$ cat config.mk
export PLATFORM = sky130hd
export DESIGN_NAME = redmule_inst_queue_decoder
export DESIGN_NICKNAME = d
export VERILOG_FILES = /design/src/rtl/redmule_pkg.sv /design/src/rtl/redmule_desc_fifo.sv /design/src/rtl/redmule_inst_queue_decoder.sv
export SDC_FILE = /design/constraint.sdc
export NUM_CORES = 1
export LEC_CHECK = 0
export ABC_CLOCK_PERIOD_IN_PS = 18600
export CORE_MARGIN = 8
export CORE_UTILIZATION = 60
export DETAILED_ROUTE_END_ITERATION = 16
export GPL_TIMING_DRIVEN = 0
export PLACE_DENSITY = 0.81
export SYNTH_ARGS = -nofsm -noshare
export SYNTH_HDL_FRONTEND = slang
export SYNTH_SLANG_ARGS = --single-unit
$ cat constraint.sdc
create_clock -name clk_i -period 18.6 [get_ports clk_i]
set_input_delay 3.72 -clock clk_i [delete_from_list [all_inputs] [get_ports clk_i]]
set_output_delay 3.72 -clock clk_i [all_outputs]
set_load 0.02 [all_outputs]
$ cat src/rtl/redmule_pkg.sv
// RedMulE shared definitions: offload opcodes, CSR window,
// job descriptor type and queue-decoder FSM states.
package redmule_pkg;

  localparam logic [6:0] MCNFIG = 7'b0001011;
  localparam logic [6:0] MARITH = 7'b0101011;
  localparam logic [6:0] RVCSR  = 7'b1110011;

  localparam logic [11:0] CSR_REDMULE_MACFG = 12'hBC0;

  localparam int unsigned DefDataWidth  = 32;
  localparam int unsigned DefNumCfgRegs = 6;

  typedef logic [DefNumCfgRegs-1:0][DefDataWidth-1:0] redmule_job_desc_t;

  typedef enum logic [1:0] {
    Idle,
    Load,
    WriteCfg,
    Trigger
  } redmule_qdec_state_e;

endpackage

$ cat src/rtl/redmule_desc_fifo.sv
// Sync FIFO of job descriptors, any depth >= 1.
// Ports: push_i/data_i in, pop_i/data_o out, full_o, empty_o, count_o.
module redmule_desc_fifo #(
  parameter int unsigned Width = 192,
  parameter int unsigned Depth = 4,
  localparam int unsigned CntW = $clog2(Depth+1)
) (
  input  logic            clk_i,
  input  logic            rst_i,
  input  logic            clear_i,
  input  logic            push_i,
  input  logic [Width-1:0] data_i,
  input  logic            pop_i,
  output logic [Width-1:0] data_o,
  output logic            full_o,
  output logic            empty_o,
  output logic [CntW-1:0] count_o
);

  localparam int unsigned PtrW = (Depth > 1) ? $clog2(Depth) : 1;

  logic [Width-1:0] mem_q [Depth];
  logic [PtrW-1:0]  wr_q, wr_d;
  logic [PtrW-1:0]  rd_q, rd_d;
  logic [CntW-1:0]  cnt_q, cnt_d;
  logic             do_push, do_pop;

  // Pointers wrap explicitly so non-power-of-2 depths work.
  function automatic logic [PtrW-1:0] ptr_inc(input logic [PtrW-1:0] p);
    return (p == PtrW'(Depth-1)) ? '0 : p + PtrW'(1);
  endfunction

  assign full_o  = (cnt_q == CntW'(Depth));
  assign empty_o = (cnt_q == '0);
  assign count_o = cnt_q;
  assign data_o  = mem_q[rd_q];

  assign do_push = push_i && !full_o;
  assign do_pop  = pop_i && !empty_o;

  always_comb begin
    wr_d  = do_push ? ptr_inc(wr_q) : wr_q;
    rd_d  = do_pop ? ptr_inc(rd_q) : rd_q;
    cnt_d = cnt_q;
    if (do_push && !do_pop) cnt_d = cnt_q + CntW'(1);
    if (!do_push && do_pop) cnt_d = cnt_q - CntW'(1);
  end

  always_ff @(posedge clk_i) begin
    if (rst_i || clear_i) begin
      wr_q  <= '0;
      rd_q  <= '0;
      cnt_q <= '0;
    end else begin
      wr_q  <= wr_d;
      rd_q  <= rd_d;
      cnt_q <= cnt_d;
    end
  end

  always_ff @(posedge clk_i) begin
    if (do_push) mem_q[wr_q] <= data_i;
  end

endmodule

$ cat src/rtl/redmule_inst_queue_decoder.sv
// Offload decoder with a job-descriptor queue; drains each job as
// cfg writes, a start pulse and a trigger write. Ports: issue_*, cfg_*.
module redmule_inst_queue_decoder
  import redmule_pkg::*;
#(
  parameter int unsigned SysDataWidth = 32,
  parameter int unsigned NumRsPorts   = 3,
  parameter int unsigned NumCfgRegs   = 6,
  parameter int unsigned QueueDepth   = 4,
  parameter logic [31:0] CfgBaseAddr  = 32'h40,
  parameter logic [31:0] TriggerAddr  = 32'h0,
  parameter logic [11:0] CsrLo        = CSR_REDMULE_MACFG,
  parameter logic [11:0] CsrHi        = CSR_REDMULE_MACFG,
  localparam int unsigned CntW = $clog2(QueueDepth+1)
) (
  input  logic                               clk_i,
  input  logic                               rst_i,
  input  logic                               clear_i,
  input  logic                               issue_valid_i,
  output logic                               issue_ready_o,
  output logic                               issue_accept_o,
  input  logic [31:0]                        issue_instr_i,
  input  logic [NumRsPorts*SysDataWidth-1:0] issue_rs_i,
  input  logic [NumRsPorts-1:0]              issue_rs_valid_i,
  output logic                               cfg_req_o,
  output logic [31:0]                        cfg_add_o,
  output logic [SysDataWidth-1:0]            cfg_data_o,
  output logic                               cfg_wen_o,
  output logic [SysDataWidth/8-1:0]          cfg_be_o,
  input  logic                               cfg_gnt_i,
  input  logic                               cfg_complete_i,
  output logic                               start_cfg_o,
  output logic [CntW-1:0]                    queue_count_o,
  output logic                               busy_o
);

  localparam int unsigned IdxW  = $clog2(NumCfgRegs);
  localparam int unsigned DescW = NumCfgRegs*SysDataWidth;

  typedef logic [NumCfgRegs-1:0][SysDataWidth-1:0] desc_t;

  redmule_qdec_state_e state_q, state_d;
  logic [IdxW-1:0]     idx_q, idx_d;
  desc_t               desc_q, desc_d;
  desc_t               push_desc;
  logic [SysDataWidth-1:0] mk_q, n_q;
  logic [DescW-1:0]    fifo_rdata;
  logic                fifo_full, fifo_empty;
  logic                push, pop, stage_load;
  logic                is_mcnfig, is_marith, is_csr;
  logic [SysDataWidth-1:0] rs0, rs1, rs2;

  assign rs0 = issue_rs_i[0*SysDataWidth +: SysDataWidth];
  assign rs1 = issue_rs_i[1*SysDataWidth +: SysDataWidth];
  assign rs2 = issue_rs_i[2*SysDataWidth +: SysDataWidth];

  assign is_mcnfig = (issue_instr_i[6:0] == MCNFIG);
  assign is_marith = (issue_instr_i[6:0] == MARITH);
  assign is_csr    = (issue_instr_i[6:0] == RVCSR);

  always_comb begin
    issue_ready_o  = 1'b0;
    issue_accept_o = 1'b0;
    stage_load     = 1'b0;
    push           = 1'b0;
    if (issue_valid_i) begin
      unique case (1'b1)
        is_mcnfig: begin
          issue_ready_o  = &issue_rs_valid_i[1:0];
          issue_accept_o = issue_ready_o;
          stage_load     = issue_ready_o;
        end
        is_marith: begin
          issue_ready_o  = &issue_rs_valid_i[2:0] && !fifo_full;
          issue_accept_o = issue_ready_o;
          push           = issue_ready_o;
        end
        is_csr: begin
          issue_ready_o  = 1'b1;
          issue_accept_o = (issue_instr_i[31:20] >= CsrLo) &&
                           (issue_instr_i[31:20] <= CsrHi);
        end
        default: issue_ready_o = 1'b1;
      endcase
    end
  end

  always_comb begin
    push_desc    = '0;
    push_desc[0] = rs0;
    push_desc[1] = rs1;
    push_desc[2] = rs2;
    push_desc[3] = mk_q;
    push_desc[4] = n_q;
    push_desc[5] = SysDataWidth'(issue_instr_i);
  end

  always_ff @(posedge clk_i) begin
    if (rst_i || clear_i) begin
      mk_q <= '0;
      n_q  <= '0;
    end else if (stage_load) begin
      mk_q <= rs0;
      n_q  <= rs1;
    end
  end

  redmule_desc_fifo #(
    .Width (DescW),
    .Depth (QueueDepth)
  ) i_fifo (
    .clk_i   (clk_i),
    .rst_i   (rst_i),
    .clear_i (clear_i),
    .push_i  (push),
    .data_i  (push_desc),
    .pop_i   (pop),
    .data_o  (fifo_rdata),
    .full_o  (fifo_full),
    .empty_o (fifo_empty),
    .count_o (queue_count_o)
  );

  always_comb begin
    state_d     = state_q;
    idx_d       = idx_q;
    desc_d      = desc_q;
    pop         = 1'b0;
    cfg_req_o   = 1'b0;
    cfg_add_o   = '0;
    cfg_data_o  = '0;
    start_cfg_o = 1'b0;
    unique case (state_q)
      Idle: begin
        if (!fifo_empty) begin
          pop     = 1'b1;
          desc_d  = fifo_rdata;
          state_d = Load;
        end
      end
      Load: state_d = WriteCfg;
      WriteCfg: begin
        cfg_req_o  = 1'b1;
        cfg_add_o  = CfgBaseAddr + (32'(idx_q) << 2);
        cfg_data_o = desc_q[idx_q];
        if (cfg_gnt_i) begin
          if (idx_q == IdxW'(NumCfgRegs-1)) begin
            start_cfg_o = 1'b1;
            idx_d       = '0;
            state_d     = Trigger;
          end else begin
            idx_d = idx_q + IdxW'(1);
          end
        end
      end
      Trigger: begin
        cfg_req_o = cfg_complete_i;
        cfg_add_o = TriggerAddr;
        if (cfg_complete_i && cfg_gnt_i) state_d = Idle;
      end
      default: state_d = Idle;
    endcase
  end

  always_ff @(posedge clk_i) begin
    if (rst_i || clear_i) begin
      state_q <= Idle;
      idx_q   <= '0;
      desc_q  <= '0;
    end else begin
      state_q <= state_d;
      idx_q   <= idx_d;
      desc_q  <= desc_d;
    end
  end

  assign cfg_wen_o = 1'b0;
  assign cfg_be_o  = '1;
  assign busy_o    = !fifo_empty || (state_q != Idle);

endmodule

After elaboration in Yosys (flattened, before gate mapping)
Memory sizes are Yosys's and may differ from the RTL's. A register that Yosys moved wholly into a read port is not among the register bits.
Cells that the tools add are included.

cells by class
  add/subtract/negate cells = 6
  order comparisons = 3
  equality and inequality tests = 14
  muxes and demuxes = 30
  bitwise operators = 1
  reduce and logical (&&, ||, !) cells = 22

operators with widths
  operator                                                    count
  binary-select mux 32 bit (select 3 bit)                     1
  2-to-1 mux 32 bit                                           2
  2-to-1 mux 1 bit                                            13
  >= comparator 12 bit, second input constant                 1
  <= comparator 12 bit, second input constant                 1
  2-to-1 mux 2 bit                                            6
  2-to-1 mux 3 bit                                            3
  adder 7 x 5 -> 8 bit, first input constant                  1
  equality test 2 bit, second input constant                  4
  2-to-1 mux 8 bit                                            1
  != test 2 bit, second input constant                        4
  case mux 2 bit (4 select lines)                             1
  equality test 7 x 4 -> 1 bit, second input constant         1
  equality test 7 x 6 -> 1 bit, second input constant         1
  equality test 7 bit, second input constant                  1
  logical AND 1 bit                                           7
  adder 3 x 1 -> 3 bit, second input constant                 2
  equality test 3 bit, second input constant                  2
  AND reduction 2 bit                                         3
  adder 2 x 1 -> 2 bit, second input constant                 2
  logical NOT 1 bit                                           4
  less-than comparator 3 x 4 -> 1 bit, second input constant  1
  case mux 1 bit (2 select lines)                             2
  AND reduction 4 bit                                         1
  other kinds (9)                                             11

word-level totals
  register bits after elaboration = 76
  RAM bits = 768
  input port bits = 137
  output and inout bits = 77
  word-level logic and storage cells = 84
  memories = 1

memory list
  name          words  width  read ports  clocked after memory_dff  wr ports  line                     RTL
  i_fifo.mem_q  4      192    1           1                         1         redmule_desc_fifo.sv:22  logic [Width-1:0] mem_q [Depth];

Depth between registers and ports, before layout
Gate-level depths: netlist of the first run.

  depth after elaboration = 9
  gate-level depth with buffers = 11
  depth with buffers taken out = 10

Hierarchy
From an unflattened synthesis of the first run, not the netlist that was laid out.

unflattened totals
  cell total of the unflattened synthesis = 2440
  area total of the unflattened synthesis = 39678.1 sq um

modules (own cells, without submodules)
  module                      instances  cells an instance  area each (sq um)  seq. area each (sq um)
  redmule_desc_fifo           1          1059               28224.6            23242.3
  redmule_inst_queue_decoder  1          1381               11453.5            5225.0

Worst setup path after synthesis of the first run
OpenSTA, ideal clock, no wires.

  path type = input -> register
  start = input issue_instr_i[4]
  end = memory i_fifo.mem_q[0][0], enable pin
  library setup time = 0.576 ns
  data arrival time = 9.113 ns
  required time = 18.024 ns
  path slack = 8.911 ns
  stages on the path = 5
  path buffers = 1
  cell sequence = or3b_4 nor3_1 and3_1 clkbuf_1 and2_1

between the ends
  word-level cells in the longest chain between the ends = 6

RTL lines
  what                                    line                              RTL
  start, declared                         redmule_inst_queue_decoder.sv:22  input logic [31:0] issue_instr_i,
  equality test 7 x 6 -> 1 bit            redmule_inst_queue_decoder.sv:58  assign is_marith = (issue_instr_i[6:0] == MARITH);
  2-to-1 mux 1 bit                        redmule_inst_queue_decoder.sv:67  unique case (1'b1)
  2-to-1 mux 1 bit                        redmule_inst_queue_decoder.sv:66  if (issue_valid_i) begin
  logical AND 1 bit                       redmule_desc_fifo.sv:38           assign do_push = push_i && !full_o;
  2-to-1 mux 1 bit                        redmule_desc_fifo.sv:62           if (do_push) mem_q[wr_q] <= data_i;
  2-to-1 mux 1 bit (implied by the code)  redmule_desc_fifo.sv:62
  end, declared                           redmule_desc_fifo.sv:22

No other way between the ends.

Worst setup path in the final report of the first run
  start = input issue_instr_i[5]
  end = output issue_accept_o

between the ends
  word-level cells in the longest chain between the ends = 3
  elaborated cells on any way between the ends = 5
  classes of those cells = 3 x eq/ne; 2 x mux

RTL lines
  what                                               line                              RTL
  equality test 7 bit, or another cell as far along  redmule_inst_queue_decoder.sv:59  assign is_csr = (issue_instr_i[6:0] == RVCSR);
  case mux 1 bit (3 select lines) (*)                redmule_inst_queue_decoder.sv:67
  2-to-1 mux 1 bit (*)                               redmule_inst_queue_decoder.sv:66
  end, declared                                      redmule_inst_queue_decoder.sv:21  output logic issue_accept_o,

Every way passes the cells marked *; elsewhere a longest branch is shown, timed or not.

==> flow_summary.toml, run 1 <==
[worst_hold_path]
hold_path_class = "reg -> reg"

[floorplanning]
io-pin-count = 214
die_y_um = 271
die_x_um = 271
num_rows = 93
start_util_pct = 60.5
dieArea_mm2 = 0.0733
core_area_mm2 = 0.0643

[cts]
cts_resized = 0
clkLatencyLatePin_ps = 670
tritoncts = "done"
cts_buffers = 98
cts_hold_buf = 0
cts.path.max_buffers = 3
h-tree-depth = 3
clkTransAtPathRegs_ps = 60
clock-sinks = 1036
cts_setup_buffers = 0
cts_root_buffer = "clkbuf_16"

[pwr]
power_uw = 4670
p_per_area_mw_per_mm2 = 102
power_leakage_uw = 0.0133
peakVddDrop_mv = 0.0851

[timing]
setup_ws_ps = 8610
tightestPinTransition_ps = 1240
hold_violations = 0
finClkSkew_ps = 34.3
setup_viol = 0
period_share_pct = 53.7
grt_setup_unrepaired = "false"
tns_ps = 0
relSlewSlack_pct = 17.2
fmax_mhz = 100
min_period_ps = 9990
maxSlewViolCount = 0

[final_layout]
fillers = 3756
syn2layout_area_growth_pct = 17.6
layout-drive-gt1-share_pct = 17.2
fin_nets = 2877

[global_route]
grt_remaining_overflow = 0
grt.total_usage_pct = 26.4
grt_pass1_vias = 23269
grt_max_degree = 60
grt_pass1_wl_um = 145000
antenna_found_initial = 1

[synth]
synth_edf_count = 768
synthFlopType = "edfxtp_1"
syn_avg_cell_area_um2 = 16.2
synthMostInstantiatedCell = "edfxtp_1"
synth_common_cells = "edfxtp_1, nand2_1, dfxtp_1"
synthesis.area_mm2 = 0.0389
yosysTopAreaCellShare_pct = 59.3
ys_seq_elements = 1036
yosysWarnings = 0
synthArstFlopShare_pct = 0
synth_top_area_cell = "edfxtp_1"
synth_cell_types = 45
postSynthCellCount = 2405
yosys-top-cells-area = "edfxtp_1, dfxtp_1, mux4_2, nand2_1, a21oi_1"
ys_seq_area_share_pct = 73.1

[setup_path]
path_cells = "clkdlybuf4s50_1 > nand4_1 > nor3_1 > nand3_1 > o31ai_1 > clkdlybuf4s50_1"
critPathMaxFanout = 9
cp.buffers_inverters = 2
crit_top_cell = "clkdlybuf4s50_1"
startpoint_type = "input pin"
crit_arrival_ps = 6270
crit_path_top_delay_cell = "clkdlybuf4s50_1"
worstSetupPathType = "in -> out"
cpLargestDelayFamily = "buffers and inverters"
endpoint_kind = "primary output"
crit_required_ps = 14880
cpPeakStageDelay_ps = 750

[place]
pre_cts_ws_ps = 8770
gp_congestion = 0.938
port_buffers = 180
dp_hpwl_um = 65000

[detailed_routing]
viasPerCell = 6.16
wire_per_inst_um = 26.6
via_count = 22650
wl_met2_um = 47500
ant_nets = 0
maxUsedRoutingLayer = "met4"
drt-initial-drc-count = 2782
met3_length_um = 9320
drc = 0
first_pass_iters = 5
wl_met1_um = 35500
wl_um = 97700

[run]
cap_violations = 0

[run_status]
status = "finished, final reports clean"
==> through the flow <==
stage               hold slack (ps)  cells  util, %  instance area [um2]
finish                          454   3674     71.1                45800
global route                    474   3671     71.1                45700
CTS                             456   3670     71.1                45700
detailed placement              448   3484     65.6                42200
global placement                441   3471     65.1                41900
floorplan                       433   2436        -                39000
==> report_power, final <==
group          leakage, uW  internal [uW]  switching [uW]
combinational      0.00308           33.0            42.6
clock              0.00172           1270             859
sequential         0.00852           2470           0.128
total               0.0133           3770             902
==> final timing paths <==
kind                           from                  end  slack [ps]  cells past startpoint
setup / recovery   issue_instr_i[5]       issue_accept_o        8610                      6
hold / removal          desc_q[111]          desc_q[111]         450                      2
setup reg to reg  i_fifo.count_o[0]  i_fifo.mem_q[2][23]       15160                      7
hold reg to reg         desc_q[111]          desc_q[111]         450                      2
==> cell type report <==
cell class | count | area [um2] | area share, %
tap | 855 | 1070 | 2.34
inverter | 43 | 161 | 0.353
sequential | 1036 | 28400 | 62.1
clock buffer | 147 | 2950 | 6.45
clock inverter | 39 | 549 | 1.20
antenna | 4 | 10.0 | 0.0219
multi-input combinational | 1175 | 9500 | 20.8
timing repair buffer | 193 | 2130 | 4.66
buffer | 182 | 947 | 2.07
==> cell usage in the layout (no fill, tap or decap), types with 34 or more instances in the layout <==
cell type / synthesis / final
inv_1: 42 / 42
clkbuf_1: 79 / 104
mux4_2: 224 / 224
a21oi_1: 262 / 262
buf_4: 35 / 35
edfxtp_1: 768 / 768
nand2_1: 520 / 520
clkbuf_16: 0 / 106
clkdlybuf4s50_1: 0 / 180
dfxtp_1: 268 / 268
buf_2: 34 / 34
==> worst min-delay path, stage by stage (launching register included) <==
cell and delay [ps]:
dfxtp_1 310, nand2_1 50, a21oi_1 50
==> cell families (layout without fill, tap and decap cells) <==
group                    count (synthesis)  after routing  share of synthesized area [%]
multiplexers                           258            258                           13.8
AND/OR/NAND/NOR                        565            565                           5.70
XOR/XNOR                                 3              3                         0.0675
other                                    2             37                         0.0193
flip-flops                            1036           1036                           73.1
adder cells (fa/ha/maj)                 11             11                          0.373
AO/OA/AOI/OAI                          305            305                           4.10
buffers and inverters                  225            604                           2.85
==> registers in the layout, indices dropped and copies added, names as in the netlist <==
name,flops
i_fifo.mem_q,768
state_q,2
i_fifo.rd_q,2
idx_q,3
n_q,32
mk_q,32
desc_q,192
i_fifo.wr_q,2
i_fifo.count_o,3
==> per-layer routing <==
layer | global-route usage, % | vias up
li1 | - | 9638
met1 | 33.2 | 11416
met2 | 43.1 | 1343
met3 | 5.80 | 253
met4 | 13.6 | 0
met5 | 0 | -
Power figures use the tool's default switching activity.
==> run 2, diff against run 1 <==
ABC_CLOCK_PERIOD_IN_PS = 8500   (was 18600)
CORE_UTILIZATION = 54   (was 60)
PLACE_DENSITY = 0.77   (was 0.81)
clock period = 8.5 ns   (was 18.6 ns; I/O delays follow)
==> flow_summary.toml, run 2 (synthesized netlist as in run 1, its figures left out) <==
[floorplanning]
die_x_um = 284
num_rows = 98
core_area_mm2 = 0.0714
start_util_pct = 54.5
die_y_um = 284
dieArea_mm2 = 0.0809
io-pin-count = 214

[run_status]
status = "finished, final reports clean"

[setup_path]
crit_path_top_delay_cell = "clkdlybuf4s50_1"
critPathLaunch = "issue_instr_i[3]"
endpoint = "issue_accept_o"
cpLargestDelayFamily = "buffers and inverters"
path_cells = "clkdlybuf4s50_1 > nor4_1 > nand3_1 > o31ai_1 > clkdlybuf4s50_1"
worstSetupPathType = "in -> out"
rr_worst_depth = 11
critPathMaxFanout = 6
crit_arrival_ps = 3910
crit_top_cell = "clkdlybuf4s50_1"
r2r-end = "i_fifo.count_o[2]"
r2r_start = "state_q[1]"
path_depth = 5
startpoint_type = "input pin"
crit_required_ps = 6800
rrSetupSlack_ps = 5140
cp.buffers_inverters = 2
cpPeakStageDelay_ps = 660
endpoint_kind = "primary output"

[detailed_routing]
first_pass_iters = 6
drt-initial-drc-count = 2324
ant_nets = 0
wire_per_inst_um = 25.4
drc = 0
viasPerCell = 5.87
via_count = 22129
wl_um = 95900

[timing]
setup_viol = 0
period_share_pct = 66.0
min_period_ps = 5610
tightestPinTransition_ps = 1210
maxSlewViolCount = 0
finClkSkew_ps = 29.3
fmax_mhz = 178
relSlewSlack_pct = 19.1
hold_violations = 0
grt_setup_unrepaired = "false"
worst_hold_slack_ps = 455

[worst_hold_path]
hold_path_class = "reg -> reg"

[run]
cap_violations = 0

[cts]
cts_buffers = 98
cts_root_buffer = "clkbuf_16"
clkLatencyLatePin_ps = 670
tritoncts = "done"
clkTransAtPathRegs_ps = 60
cts_hold_buf = 0
cts.path.max_buffers = 3
cts_setup_buffers = 0
clock-sinks = 1036
h-tree-depth = 3
cts_resized = 0

[global_route]
grt.total_usage_pct = 23.4
grt_max_degree = 59
grt_pass1_vias = 22648
grt_remaining_overflow = 0
grt_pass1_wl_um = 143000
antenna_found_initial = 3

[final_layout]
syn2layout_area_growth_pct = 17.4
reg_top3 = "i_fifo.mem_q (768), desc_q (192)"
largest_register_ffs = 768
final_area_mm2 = 0.0457
fin_nets = 2877
layout-drive-gt1-share_pct = 17.2
top_register = "i_fifo.mem_q"
layout.cells.most_common = "edfxtp_1"
utilization_pct = 64.0
most-common-layout-cells = "edfxtp_1, nand2_1, dfxtp_1, a21oi_1, mux4_2"

[place]
port_buffers = 180
gp_congestion = 0.963
place_area_mm2 = 0.0424
dp_hpwl_um = 66800

[pwr]
p_per_area_mw_per_mm2 = 218
power_leakage_uw = 0.0132
peakVddDrop_mv = 0.172
run 2: worst min-delay path by stage:
stage,start,endpoint,slack [ps],cells after the start
after global placement,desc_q[20],desc_q[20],440,2
final,desc_q[116],desc_q[116],460,2
after global routing,desc_q[106],desc_q[106],480,2
after CTS,desc_q[116],desc_q[116],450,2
after detailed placement,desc_q[116],desc_q[116],450,2
after floorplan,desc_q[54],desc_q[54],430,2
run 2: final cells by class:
cell class              count  area (um2)
plain buffers             182         947
diodes                      2        5.00
repair buffers            193        2130
fillers                  4841       25700
flip-flops and latches   1036       28400
clock buffers             139        2850
clock inverters            47         473
inverters                  43         161
multi-input cells        1175        9500
well taps                 950        1190
run 2: worst min-delay path, stage by stage (launching register included):
cell,delay [ps]
dfxtp_1,310
nand2_1,50
a21oi_1,50
run 2: stage by stage:
| stage | worst slack (ps) | setup TNS (ps) | instances | total power (uW) |
|---|---|---|---|---|
| detailed placement | 2820 | 0 | 3579 | 5670 |
| global placement | -3280 | -2486780 | 3566 | 5660 |
| floorplan | 831 | 0 | 2436 | 5560 |
| global route | 2700 | 0 | 3765 | 10200 |
| CTS | 2810 | 0 | 3765 | 10000 |
| finish | 2890 | 0 | 3767 | 9980 |
run 2: power breakdown:
group	switching (uW)	internal, uW
Sequential	0.266	5400
Clock	1850	2560
Combinational	92.9	72.2
run 2: per-layer routing:
metal	up-vias	part of all wire (%)	track usage [%]
met5	-	0.024	0
met4	4	4.0	8.93
met3	189	8.9	5.51
met2	1032	49	38.5
met1	11248	38	30.2
li1	9656	-	-
